[src/rtl/rx_uart.sv]
// rx_uart: 16x-oversampled UART receiver (8 data bits, optional parity, 1 stop) with ready/ack handshake
module rx_uart #(
    parameter int CLK_HZ = 18_432_000,
    parameter int OVS    = 16
) (
    input  logic       Clock,
    input  logic       Rst,
    input  logic       Rx,
    input  logic [2:0] BaudSel,
    input  logic       ParityEn,
    input  logic       ParityOdd,
    input  logic       RxAck,
    output logic [7:0] Dataout,
    output logic       RxReady,
    output logic       ParityErr,
    output logic       FrameErr,
    output logic       Overrun,
    output logic       Busy
);
    localparam int BAUD [8] = '{1200, 2400, 4800, 9600, 19200, 38400, 57600, 115200};
    localparam int DIVW = $clog2(CLK_HZ / (1200 * OVS) + 1);

    typedef enum logic [2:0] {IDLE, START, DATA, PARITY, STOP, BREAK} state_t;

    logic [DIVW-1:0] div_tab [8];
    for (genvar i = 0; i < 8; i++) begin : g_div
        assign div_tab[i] = DIVW'(CLK_HZ / (BAUD[i] * OVS));
    end

    state_t          state_q, state_d;
    logic [1:0]      sync_q, sync_d;
    logic            prev_q, prev_d;
    logic [DIVW-1:0] div_q, div_d;
    logic [3:0]      tck_q, tck_d;
    logic [2:0]      bit_q, bit_d;
    logic [7:0]      sh_q, sh_d;
    logic            par_q, par_d;
    logic [2:0]      sel_q, sel_d;
    logic            pen_q, pen_d;
    logic            podd_q, podd_d;
    logic [7:0]      data_q, data_d;
    logic            rdy_q, rdy_d;
    logic            perr_q, perr_d;
    logic            ferr_q, ferr_d;
    logic            ovr_q, ovr_d;
    logic            rxs, tick, samp;

    // The start-bit sample re-zeroes the tick counter, so every later sample lands 16 ticks on, mid-bit
    assign rxs  = sync_q[1];
    assign tick = div_q == div_tab[sel_q] - DIVW'(1);
    assign samp = tick && tck_q == (state_q == START ? 4'd7 : 4'd15);

    // Next-state, tick generation, deserialisation and commit/handshake logic
    always_comb begin
        state_d = state_q;
        sync_d  = {sync_q[0], Rx};
        prev_d  = rxs;
        div_d   = div_q;
        tck_d   = tck_q;
        bit_d   = bit_q;
        sh_d    = sh_q;
        par_d   = par_q;
        sel_d   = sel_q;
        pen_d   = pen_q;
        podd_d  = podd_q;
        data_d  = data_q;
        rdy_d   = rdy_q & ~RxAck;
        ovr_d   = ovr_q & ~RxAck;
        perr_d  = perr_q;
        ferr_d  = ferr_q;
        if (state_q != IDLE && state_q != BREAK) begin
            div_d = tick ? '0 : div_q + DIVW'(1);
            tck_d = tick ? tck_q + 4'd1 : tck_q;
        end
        case (state_q)
            IDLE: if (prev_q && !rxs) begin
                state_d = START;
                div_d   = '0;
                tck_d   = '0;
                sel_d   = BaudSel;
                pen_d   = ParityEn;
                podd_d  = ParityOdd;
            end
            START: if (samp) begin
                state_d = rxs ? IDLE : DATA;
                tck_d   = '0;
                bit_d   = '0;
            end
            DATA: if (samp) begin
                sh_d  = {rxs, sh_q[7:1]};
                bit_d = bit_q + 3'd1;
                if (bit_q == 3'd7) state_d = pen_q ? PARITY : STOP;
            end
            PARITY: if (samp) begin
                par_d   = rxs;
                state_d = STOP;
            end
            STOP: if (samp) begin
                state_d = rxs ? IDLE : BREAK;
                if (!rdy_q || RxAck) begin
                    data_d = sh_q;
                    perr_d = pen_q && ((^sh_q ^ par_q) != podd_q);
                    ferr_d = !rxs;
                    rdy_d  = 1'b1;
                end else begin
                    ovr_d = 1'b1;
                end
            end
            BREAK: if (rxs) state_d = IDLE;
            default: state_d = IDLE;
        endcase
    end

    // State register with synchronous active-low reset; synchroniser resets to the idle-high line level
    always_ff @(posedge Clock) begin
        if (!Rst) begin
            state_q <= IDLE;
            sync_q  <= 2'b11;
            prev_q  <= 1'b1;
            div_q   <= '0;
            tck_q   <= '0;
            bit_q   <= '0;
            sh_q    <= '0;
            par_q   <= 1'b0;
            sel_q   <= '0;
            pen_q   <= 1'b0;
            podd_q  <= 1'b0;
            data_q  <= '0;
            rdy_q   <= 1'b0;
            perr_q  <= 1'b0;
            ferr_q  <= 1'b0;
            ovr_q   <= 1'b0;
        end else begin
            state_q <= state_d;
            sync_q  <= sync_d;
            prev_q  <= prev_d;
            div_q   <= div_d;
            tck_q   <= tck_d;
            bit_q   <= bit_d;
            sh_q    <= sh_d;
            par_q   <= par_d;
            sel_q   <= sel_d;
            pen_q   <= pen_d;
            podd_q  <= podd_d;
            data_q  <= data_d;
            rdy_q   <= rdy_d;
            perr_q  <= perr_d;
            ferr_q  <= ferr_d;
            ovr_q   <= ovr_d;
        end
    end

    assign Dataout   = data_q;
    assign RxReady   = rdy_q;
    assign ParityErr = perr_q;
    assign FrameErr  = ferr_q;
    assign Overrun   = ovr_q;
    assign Busy      = state_q != IDLE;
endmodule

[config.mk]
export PLATFORM = sky130hd
export DESIGN_NAME = rx_uart
export DESIGN_NICKNAME = d
export VERILOG_FILES = /design/src/rtl/rx_uart.sv
export SDC_FILE = /design/constraint.sdc
export NUM_CORES = 1
export LEC_CHECK = 0
export ABC_AREA = 0
export BUFFER_PORTS_ARGS = -buffer_cell sky130_fd_sc_hd__buf_2
export CORE_UTILIZATION = 40
export DETAILED_ROUTE_END_ITERATION = 8
export PLACE_DENSITY = 0.66
export SKIP_LAST_GASP = 1
export SYNTH_ARGS = -nofsm -noshare
export SYNTH_HDL_FRONTEND = slang
export SYNTH_SLANG_ARGS = --single-unit
export TNS_END_PERCENT = 100
[constraint.sdc]
create_clock -name Clock -period 3.4 [get_ports Clock]
set_input_delay 0.68 -clock Clock [delete_from_list [all_inputs] [get_ports Clock]]
set_output_delay 0.68 -clock Clock [all_outputs]
set_load 0.01 [all_outputs]
Yosys cells after proc, flatten, opt, wreduce, memory -nomap -nowiden. Memories as Yosys holds them, arrays and structs flattened. Cells that the tools add are included.

Memories: 1. Bits in registers: 49. Memory bits (read-only): 80. Output and inout port bits: 13. Input bits: 9. Word-level logic and storage cells: 93.

Equality and inequality tests: 17. Reductions and logical operators: 17. Bitwise gates (word level): 5. Magnitude comparators: 1. Add/sub/neg operators: 4. Mux-type cells: 32.

Memories: (name not given) (depth 8, width 10, read ports 1, clocked after memory_dff 0, wr ports 0, line 50) `assign tick = div_q == div_tab[sel_q] - DIVW'(1);`.

Operators by type and width (count): 2-to-1 mux 10 bit (6); 2-to-1 mux 3 bit (11); 2-to-1 mux 4 bit (5); case mux 3 bit (6 select lines) (1); != test 2 bit, second input constant (7); adder 10 x 1 -> 10 bit, second input constant (1); equality test 10 bit (1); subtractor 10 x 1 -> 10 bit, second input constant (1); equality test 3 bit, second input constant (3); case mux 4 bit (2 select lines) (1); XOR reduction 8 bit (1); AND reduction 7 bit (1); equality test 3 x 2 -> 1 bit, second input constant (2); 2-to-1 mux 1 bit (6); case mux 3 bit (2 select lines) (1); AND reduction 2 bit (3); AND reduction 3 bit (2); adder 4 x 1 -> 4 bit, second input constant (1); equality test 4 bit (1); >= comparator 4 bit, second input constant (1); logical AND 1 bit (4); inverter 3 -> 4 bit (1); adder 3 x 1 -> 3 bit, second input constant (1); equality test 3 x 1 -> 1 bit, second input constant (1); other kinds (11) (13).

Depth between registers and ports, before layout. Gate-level depths: netlist of the first run.

Word-level depth: 10. Mapped depth: 11. Depth with buffers taken out: 9.

Worst setup path before layout of the first run. No wires, ideal clock.

Kind: flip-flop to flip-flop. Start point: register sel_q[0]. End point: register bit_q[0]. Clock period less this slack: 2.513 ns. Data arrival time: 2.399 ns. Stages on the path, launching flop included: 11. Data required time: 3.286 ns. Setup time: 0.114 ns. Path buffers: 2. Slack: 0.887 ns. Path through: dfxtp_1 -> buf_2 -> nand2_1 -> ha_1 -> xor2_1 -> or3_1 -> a21oi_1 -> o2111ai_2 -> buf_2 -> o31a_1 -> a21o_1.

Longest elaborated chain between the ends: 9. Elaborated cells between the ends (all ways): 10. Classes of those cells: add/sub: 1; eq/ne: 3; mux: 2; bitwise: 1; reduce/logical: 2; memory: 1.

Ends and longest elaborated chain: from (decl) (line 38) `logic [2:0] sel_q, sel_d;`; from (signal assigned) (line 142) `sel_q <= sel_d;`; inverter 3 -> 4 bit (not written as such) * (line 50); memory read (8 x 10 bit) *; 2-to-1 mux 10 bit (not written as such) * (2 in series) (line 50); subtractor 10 x 1 -> 10 bit * (line 50); equality test 10 bit * (line 50); logical AND 1 bit * (line 51) `assign samp = tick && tck_q == (state_q == START ? 4'd7 : 4'd15);`; != test 2 bit (no line); AND reduction 3 bit (no line) *; to (signal assigned) (line 139) `bit_q <= bit_d;`; to (decl) (line 35) `logic [2:0] bit_q, bit_d;`.

Mark *: on every way between the ends. The rest lies on a longest branch, timed or not. The select of a mux whose other input is x is not followed. A chain may end at the register's enable or synchronous reset.

Final worst setup path of the first run.
Start point: register sel_q[0]. End point: register state_q[0].

Longest elaborated chain between the ends: 9. Elaborated cells between the ends (all ways): 12. Classes of those cells: add/sub: 1; eq/ne: 5; mux: 2; bitwise: 1; reduce/logical: 2; memory: 1.

Ends and longest elaborated chain: inverter 3 -> 4 bit (not written as such) * (line 50); memory read (8 x 10 bit) *; 2-to-1 mux 10 bit (not written as such) * (2 in series) (line 50); subtractor 10 x 1 -> 10 bit * (line 50); equality test 10 bit * (line 50); logical AND 1 bit * (line 51); != test 2 bit (no line); AND reduction 7 bit (no line) *; to (signal assigned) (line 134) `state_q <= state_d;`; to (decl) (line 30) `state_t state_q, state_d;`.

Marks and branches as above.

==> impl_metrics.json, run 1 <==
{
  "arrival_ps": 3210,
  "cts_hold_buf": 0,
  "die_w_um": 81.6,
  "yosys.area_share.adder_pct": 2.47,
  "cts_tree": "yes",
  "ir_drop_mv": 0.285,
  "drive_gt1_share_pct": 14.0,
  "avgViaCountPerCell": 5.08,
  "ant_nets": 0,
  "ys_seq_area_share_pct": 38.8,
  "setup_violations": 0,
  "synthCells": 275,
  "synth_top_area_share_pct": 38.8,
  "synth_area_leader_cell": "dfxtp_1",
  "rsz0062_at_grt": "false",
  "h-tree-depth": 2,
  "post_cts_buffers": 0,
  "fin_nets": 305,
  "yosysWarnings": 0,
  "finalWorstSetupSlack_ps": 429,
  "syn_nets": 289,
  "clock_skew_ps": 5.76,
  "hp-class": "reg -> reg",
  "synth_xor_xnor_area_share_pct": 9.34,
  "clkSlewWorstSetupHoldPaths_ps": 100,
  "dr.pass1.iters": 4,
  "initial_core_util_pct": 42.0,
  "fin_area_um2": 2760,
  "vias": 1863,
  "worstPathRequired_ps": 3640,
  "max-slew-margin-rel_pct": 60.4,
  "maxCapViolations": 0,
  "syn_avg_cell_area_um2": 9.20,
  "synth_area_um2": 2530,
  "num_rows": 28,
  "dp_hpwl_um": 3190,
  "synth_edf_count": 0,
  "period_share_pct": 87.4,
  "max_freq_mhz": 337,
  "muxShareOfSynthArea_pct": 9.89,
  "drt-wirelength-per-cell_um": 13.0,
  "synth-main-ff-cell": "dfxtp_1",
  "p_leak_nw": 1.19,
  "cellPowerDensity_nw_per_um2": 359,
  "syn_to_final_growth_pct": 9.05,
  "cts_resized": 0,
  "synth_compound_area_share_pct": 11.4,
  "cts_num_sinks": 49,
  "gr-total-overflow": 0,
  "post-route-min-period_ps": 2970,
  "wl_um": 4760,
  "first_iter_violations": 74,
  "gp_routability_congestion": 0.747,
  "status": "finished, final reports clean",
  "ios": 22,
  "track_usage_pct": 15.3,
  "dieArea_um2": 6650,
  "ys_seq_elements": 49,
  "final_max_slew_viol_count": 0,
  "drc": 0,
  "place_area_um2": 2670,
  "netlist_top_cells_area": "dfxtp_1 39%, mux2i_1 9.9%, nor2b_1 5.9%, xor2_1 4.8%, xnor2_1 4.5%",
  "path_max_fanout": 12,
  "worst_slew_pin_slew_ps": 594,
  "io_buffers": 21,
  "cp-end-kind": "flip-flop",
  "finalHoldViolations": 0,
  "clk_latency_ps": 310,
  "antenna_found_initial": 0,
  "antennaDiodeCount": 0,
  "cts_buffers": 5,
  "fillCellCount": 588,
  "start_kind": "flip-flop",
  "synthSimpleGateAreaFrac_pct": 24.0,
  "grt_pass1_vias": 1706,
  "synth_top_family_by_area": "simple AND/OR/NAND/NOR gates",
  "critPathKind": "reg -> reg",
  "grt_pass1_wl_um": 7850,
  "core_um2": 6030,
  "pre_cts_ws_ps": 485,
  "cts_root_buf": "clkbuf_8",
  "clockBufferDepth": 2,
  "fp.dieH_um": 81.6,
  "tns_ps": 0,
  "ys_async_sr_fraction_pct": 0,
  "grt_start_max_net_pins": 39,
  "ys_types": 46
}
==> through the flow <==
step           total power, mW  hold WS [ps]  instances  utilization [%]
2_1_floorplan            0.643           386        275                -
3_3_place_gp             0.656           392        359             44.4
3_5_place_dp             0.657           396        359             44.4
4_1_cts                   1.00           418        367             45.8
5_1_grt                   1.03           437        367             45.8
6_report                 0.991           414        367             45.8
==> where the power goes <==
| part | internal (mW) | switching (mW) | total [mW] |
|---|---|---|---|
| clock | 0.143 | 0.205 | 0.348 |
| combinational | 0.0258 | 0.0324 | 0.0582 |
| sequential | 0.579 | 0.00672 | 0.585 |
==> layout make-up <==
class / count / area (um^2) / area share, %
Inverter: 7 / 26.3 / 0.952
Sequential cell: 49 / 981 / 35.5
Multi-Input combinational cell: 204 / 1450 / 52.4
Clock inverter: 3 / 17.5 / 0.635
Clock buffer: 5 / 68.8 / 2.49
Tap cell: 75 / 93.8 / 3.40
Timing Repair Buffer: 24 / 128 / 4.62
==> registers in the layout, indices dropped and copies added, names as in the netlist <==
| name | count |
|---|---|
| div_q | 10 |
| Dataout | 8 |
| sh_q | 8 |
| tck_q | 4 |
| bit_q | 3 |
| sel_q | 3 |
| state_q | 3 |
| sync_q | 2 |
| FrameErr | 1 |
| Overrun | 1 |
| ParityErr | 1 |
| RxReady | 1 |
| par_q | 1 |
| pen_q | 1 |
| podd_q | 1 |
| prev_q | 1 |
==> path summary, 6_finish.rpt <==
check / startpoint / endpoint / slack [ps] / depth (start not counted)
max: sel_q[0]$_SDFFE_PN0P_ / state_q[0]$_SDFFE_PN0P_ / 430 / 8
min: sync_q[0]$_SDFF_PN1_ / sync_q[1]$_SDFF_PN1_ / 410 / 1
max reg2reg: sel_q[0]$_SDFFE_PN0P_ / state_q[0]$_SDFFE_PN0P_ / 430 / 8
min reg2reg: sync_q[0]$_SDFF_PN1_ / sync_q[1]$_SDFF_PN1_ / 410 / 1
==> routing by layer <==
layer	vias to the layer above	share of wire, %	GRT usage [%]
met5	-	0	0
met3	8	3.2	3.33
met2	34	45	24.8
met1	842	50	20.1
li1	979	-	-
met4	0	1.4	5.36
==> placed cells by master, fill, tap and decap left out, types with 4 or more instances in the layout <==
| cell type | n |
|---|---|
| a21o_1 | 4 |
| a21oi_1 | 8 |
| buf_2 | 21 |
| clkbuf_8 | 5 |
| dfxtp_1 | 49 |
| ha_1 | 5 |
| inv_1 | 7 |
| mux2i_1 | 25 |
| nand2_1 | 17 |
| nand2b_1 | 6 |
| nand3_1 | 4 |
| nor2_1 | 22 |
| nor2b_1 | 24 |
| nor3_1 | 8 |
| nor3b_1 | 5 |
| o21a_1 | 4 |
| o21ai_0 | 6 |
| or3_1 | 8 |
| xnor2_1 | 13 |
| xor2_1 | 14 |
==> cell families after synthesis <==
logic type	count (synthesis)
buffers and inverters	22
XOR/XNOR	27
adder cells (fa/ha/maj)	5
flip-flops	49
AO/OA/AOI/OAI	37
multiplexers	25
AND/OR/NAND/NOR	110
==> critical path, stage by stage, from the launching register on <==
cell and delay, ps:
dfxtp_1 550, nand2_1 150, ha_1 240, xor2_1 180, or3_1 360, a21oi_1 340
o2111ai_2 340, or4_1 600, a21boi_1 140
==> cell usage after synthesis (2+ instances only) <==
| cell | count |
|---|---|
| ha_1 | 5 |
| inv_1 | 7 |
| xnor2_1 | 13 |
| o21ai_0 | 6 |
| or3_1 | 8 |
| nand2b_1 | 6 |
| mux2i_1 | 25 |
| nor2_1 | 22 |
| or4_4 | 2 |
| nand4_1 | 3 |
| o2111ai_1 | 2 |
| clkbuf_1 | 8 |
| nor2b_1 | 24 |
| dfxtp_1 | 49 |
| a21oi_1 | 8 |
| and2_1 | 2 |
| nand2_1 | 17 |
| a22oi_1 | 2 |
| nand3_1 | 4 |
| nor3_1 | 8 |
| o21a_1 | 4 |
| buf_2 | 3 |
| buf_4 | 3 |
| nor3b_1 | 5 |
| o2111ai_2 | 2 |
| xor2_1 | 14 |
| a21o_1 | 4 |
No activity file was read; power rests on OpenSTA's default activity.
==> run 2: changes to the inputs <==
--- a/config.mk
+++ b/config.mk
@@ -9,7 +9,7 @@
 export BUFFER_PORTS_ARGS = -buffer_cell sky130_fd_sc_hd__buf_2
 export CORE_UTILIZATION = 40
 export DETAILED_ROUTE_END_ITERATION = 8
-export PLACE_DENSITY = 0.66
+export PLACE_DENSITY_LB_ADDON = 0.08
 export SKIP_LAST_GASP = 1
 export SYNTH_ARGS = -nofsm -noshare
 export SYNTH_HDL_FRONTEND = slang
==> run 2 against run 1 <==
  * Register-to-register slack improved by 20 ps
  * Sequential cell count is the same
  * Combinational power is essentially flat
  * Sequential power hardly changed
  * Routed wire length increased by 0.21%
  * Sequential share of layout area fell by 0.38 points
  * Fmax is 0.69% higher
  * Total power increased by 8.3%
==> impl_metrics.json, run 2 (synthesized netlist as in run 1, its figures left out) <==
{
  "p_int_uw": 829,
  "grt_start_max_net_pins": 39,
  "cts_resized": 0,
  "max_freq_mhz": 339,
  "cts_root_buf": "clkbuf_8",
  "cts_buffers": 5,
  "fp.dieH_um": 81.6,
  "drc": 0,
  "p_leak_nw": 1.20,
  "dieArea_um2": 6650,
  "grt_pass1_wl_um": 8290,
  "tns_ps": 0,
  "io_buffers": 21,
  "pwr-share-seq_pct": 54.5,
  "post_cts_buffers": 0,
  "hp-class": "reg -> reg",
  "clkSlewWorstSetupHoldPaths_ps": 100,
  "layout_common_cells": "49 x dfxtp_1, 25 x mux2i_1, 24 x nor2b_1, 22 x nor2_1, 21 x buf_2",
  "gp_routability_congestion": 0.756,
  "regToRegStartpoint": "sel_q[2]$_SDFFE_PN0P_",
  "finalHoldViolations": 0,
  "status": "finished, final reports clean",
  "min_path_cells": 1,
  "fin_nets": 305,
  "rsz0062_at_grt": "false",
  "initial_core_util_pct": 42.0,
  "track_usage_pct": 16.4,
  "maxCapViolations": 0,
  "fin_util_pct": 46.3,
  "switching_power_uw": 245,
  "worstPathRequired_ps": 3650,
  "avgViaCountPerCell": 5.06,
  "cellPowerDensity_nw_per_um2": 385,
  "dr.pass1.iters": 4,
  "place_area_um2": 2670,
  "grt_pass1_vias": 1775,
  "finalWorstSetupSlack_ps": 450,
  "core_um2": 6030,
  "critPathKind": "reg -> reg",
  "pre_cts_ws_ps": 424,
  "p_comb_share_pct": 5.4,
  "largest_register_ffs": 10,
  "multiInputGateArea_um2": 1450,
  "period_share_pct": 86.8,
  "ant_nets": 0,
  "r2r_end": "state_q[0]$_SDFFE_PN0P_",
  "power_frac_clock_pct": 40.0,
  "ios": 22,
  "cp-end-kind": "flip-flop",
  "fin_total_pwr_mw": 1.07,
  "cts_num_sinks": 49,
  "fin_area_um2": 2790,
  "fillCellCount": 635,
  "antenna_found_initial": 0,
  "clock_skew_ps": 7.48,
  "syn_to_final_growth_pct": 10.2,
  "r2r_setup_slack_ps": 450,
  "clk_latency_ps": 310,
  "clockBufferDepth": 2,
  "min_from": "sync_q[0]$_SDFF_PN1_",
  "antennaDiodeCount": 0,
  "vias": 1857,
  "setup_violations": 0,
  "swShare_pct": 22.8,
  "ff2ff_path_depth": 8,
  "ff_latch_area_um2": 981,
  "layout_commonest_cell": "dfxtp_1",
  "cts_tree": "yes",
  "min_to": "sync_q[1]$_SDFF_PN1_",
  "max-slew-margin-rel_pct": 57.3,
  "die_w_um": 81.6,
  "final_max_slew_viol_count": 0,
  "ir_drop_mv": 0.195,
  "cts_hold_buf": 0,
  "h-tree-depth": 2,
  "worst_slew_pin_slew_ps": 640,
  "wl_um": 4770,
  "drt-wirelength-per-cell_um": 13.0,
  "largest_register": "div_q",
  "gr-total-overflow": 0,
  "dp_hpwl_um": 3240,
  "post-route-min-period_ps": 2950,
  "num_rows": 28,
  "arrival_ps": 3200,
  "first_iter_violations": 33,
  "path_max_fanout": 12,
  "start_kind": "flip-flop",
  "drive_gt1_share_pct": 14.0
}
[run 2: routing by layer]
metal  track usage (%)  up-vias  share of wire [%]
li1                  -      977                  -
met1              21.4      858                 52
met2              26.7       17                 45
met3              3.00        5                2.4
met4              6.43        0                1.3
met5                 0        -                  0
[run 2: worst max path at each step]
stage,from,endpoint,depth (start not counted)
floorplan,sel_q[0]$_SDFFE_PN0P_,bit_q[0]$_SDFFE_PN0P_,10
global placement,sel_q[0]$_SDFFE_PN0P_,state_q[0]$_SDFFE_PN0P_,8
detailed placement,sel_q[2]$_SDFFE_PN0P_,state_q[0]$_SDFFE_PN0P_,8
CTS,sel_q[2]$_SDFFE_PN0P_,state_q[0]$_SDFFE_PN0P_,8
global route,sel_q[0]$_SDFFE_PN0P_,state_q[0]$_SDFFE_PN0P_,8
finish,sel_q[2]$_SDFFE_PN0P_,state_q[0]$_SDFFE_PN0P_,8
[run 2: critical path: stages (launching register included)]
cell and delay, ps:
dfxtp_1 550, nand2_1 150, ha_1 230, xor2_1 180, or3_1 360, a21oi_1 340
o2111ai_2 340, or4_1 600, a21boi_1 140
[run 2: metrics by stage]
| step | hold slack (ps) | std cells |
|---|---|---|
| floorplan | 386 | 275 |
| global placement | 390 | 359 |
| detailed placement | 396 | 359 |
| CTS | 420 | 367 |
| global route | 451 | 367 |
| finish | 415 | 367 |
[run 2: layout make-up]
type                    instances  share of cell area, %
flip-flops and latches         49                   35.2
inverters                       7                  0.942
repair buffers                 24                   4.57
well taps                      75                   3.36
multi-input cells             204                   51.8
clock buffers                   5                   2.47
clock inverters                 3                   1.70
[run 2: power by group through the flow]
stage                     clock (mW)  combinational (mW)  sequential [mW]
after global placement             0              0.0588            0.599
after floorplan                    0              0.0488            0.595
after CTS                      0.453              0.0592            0.586
final                          0.430              0.0584            0.586
after global routing           0.468              0.0653            0.587
after detailed placement           0              0.0589            0.599
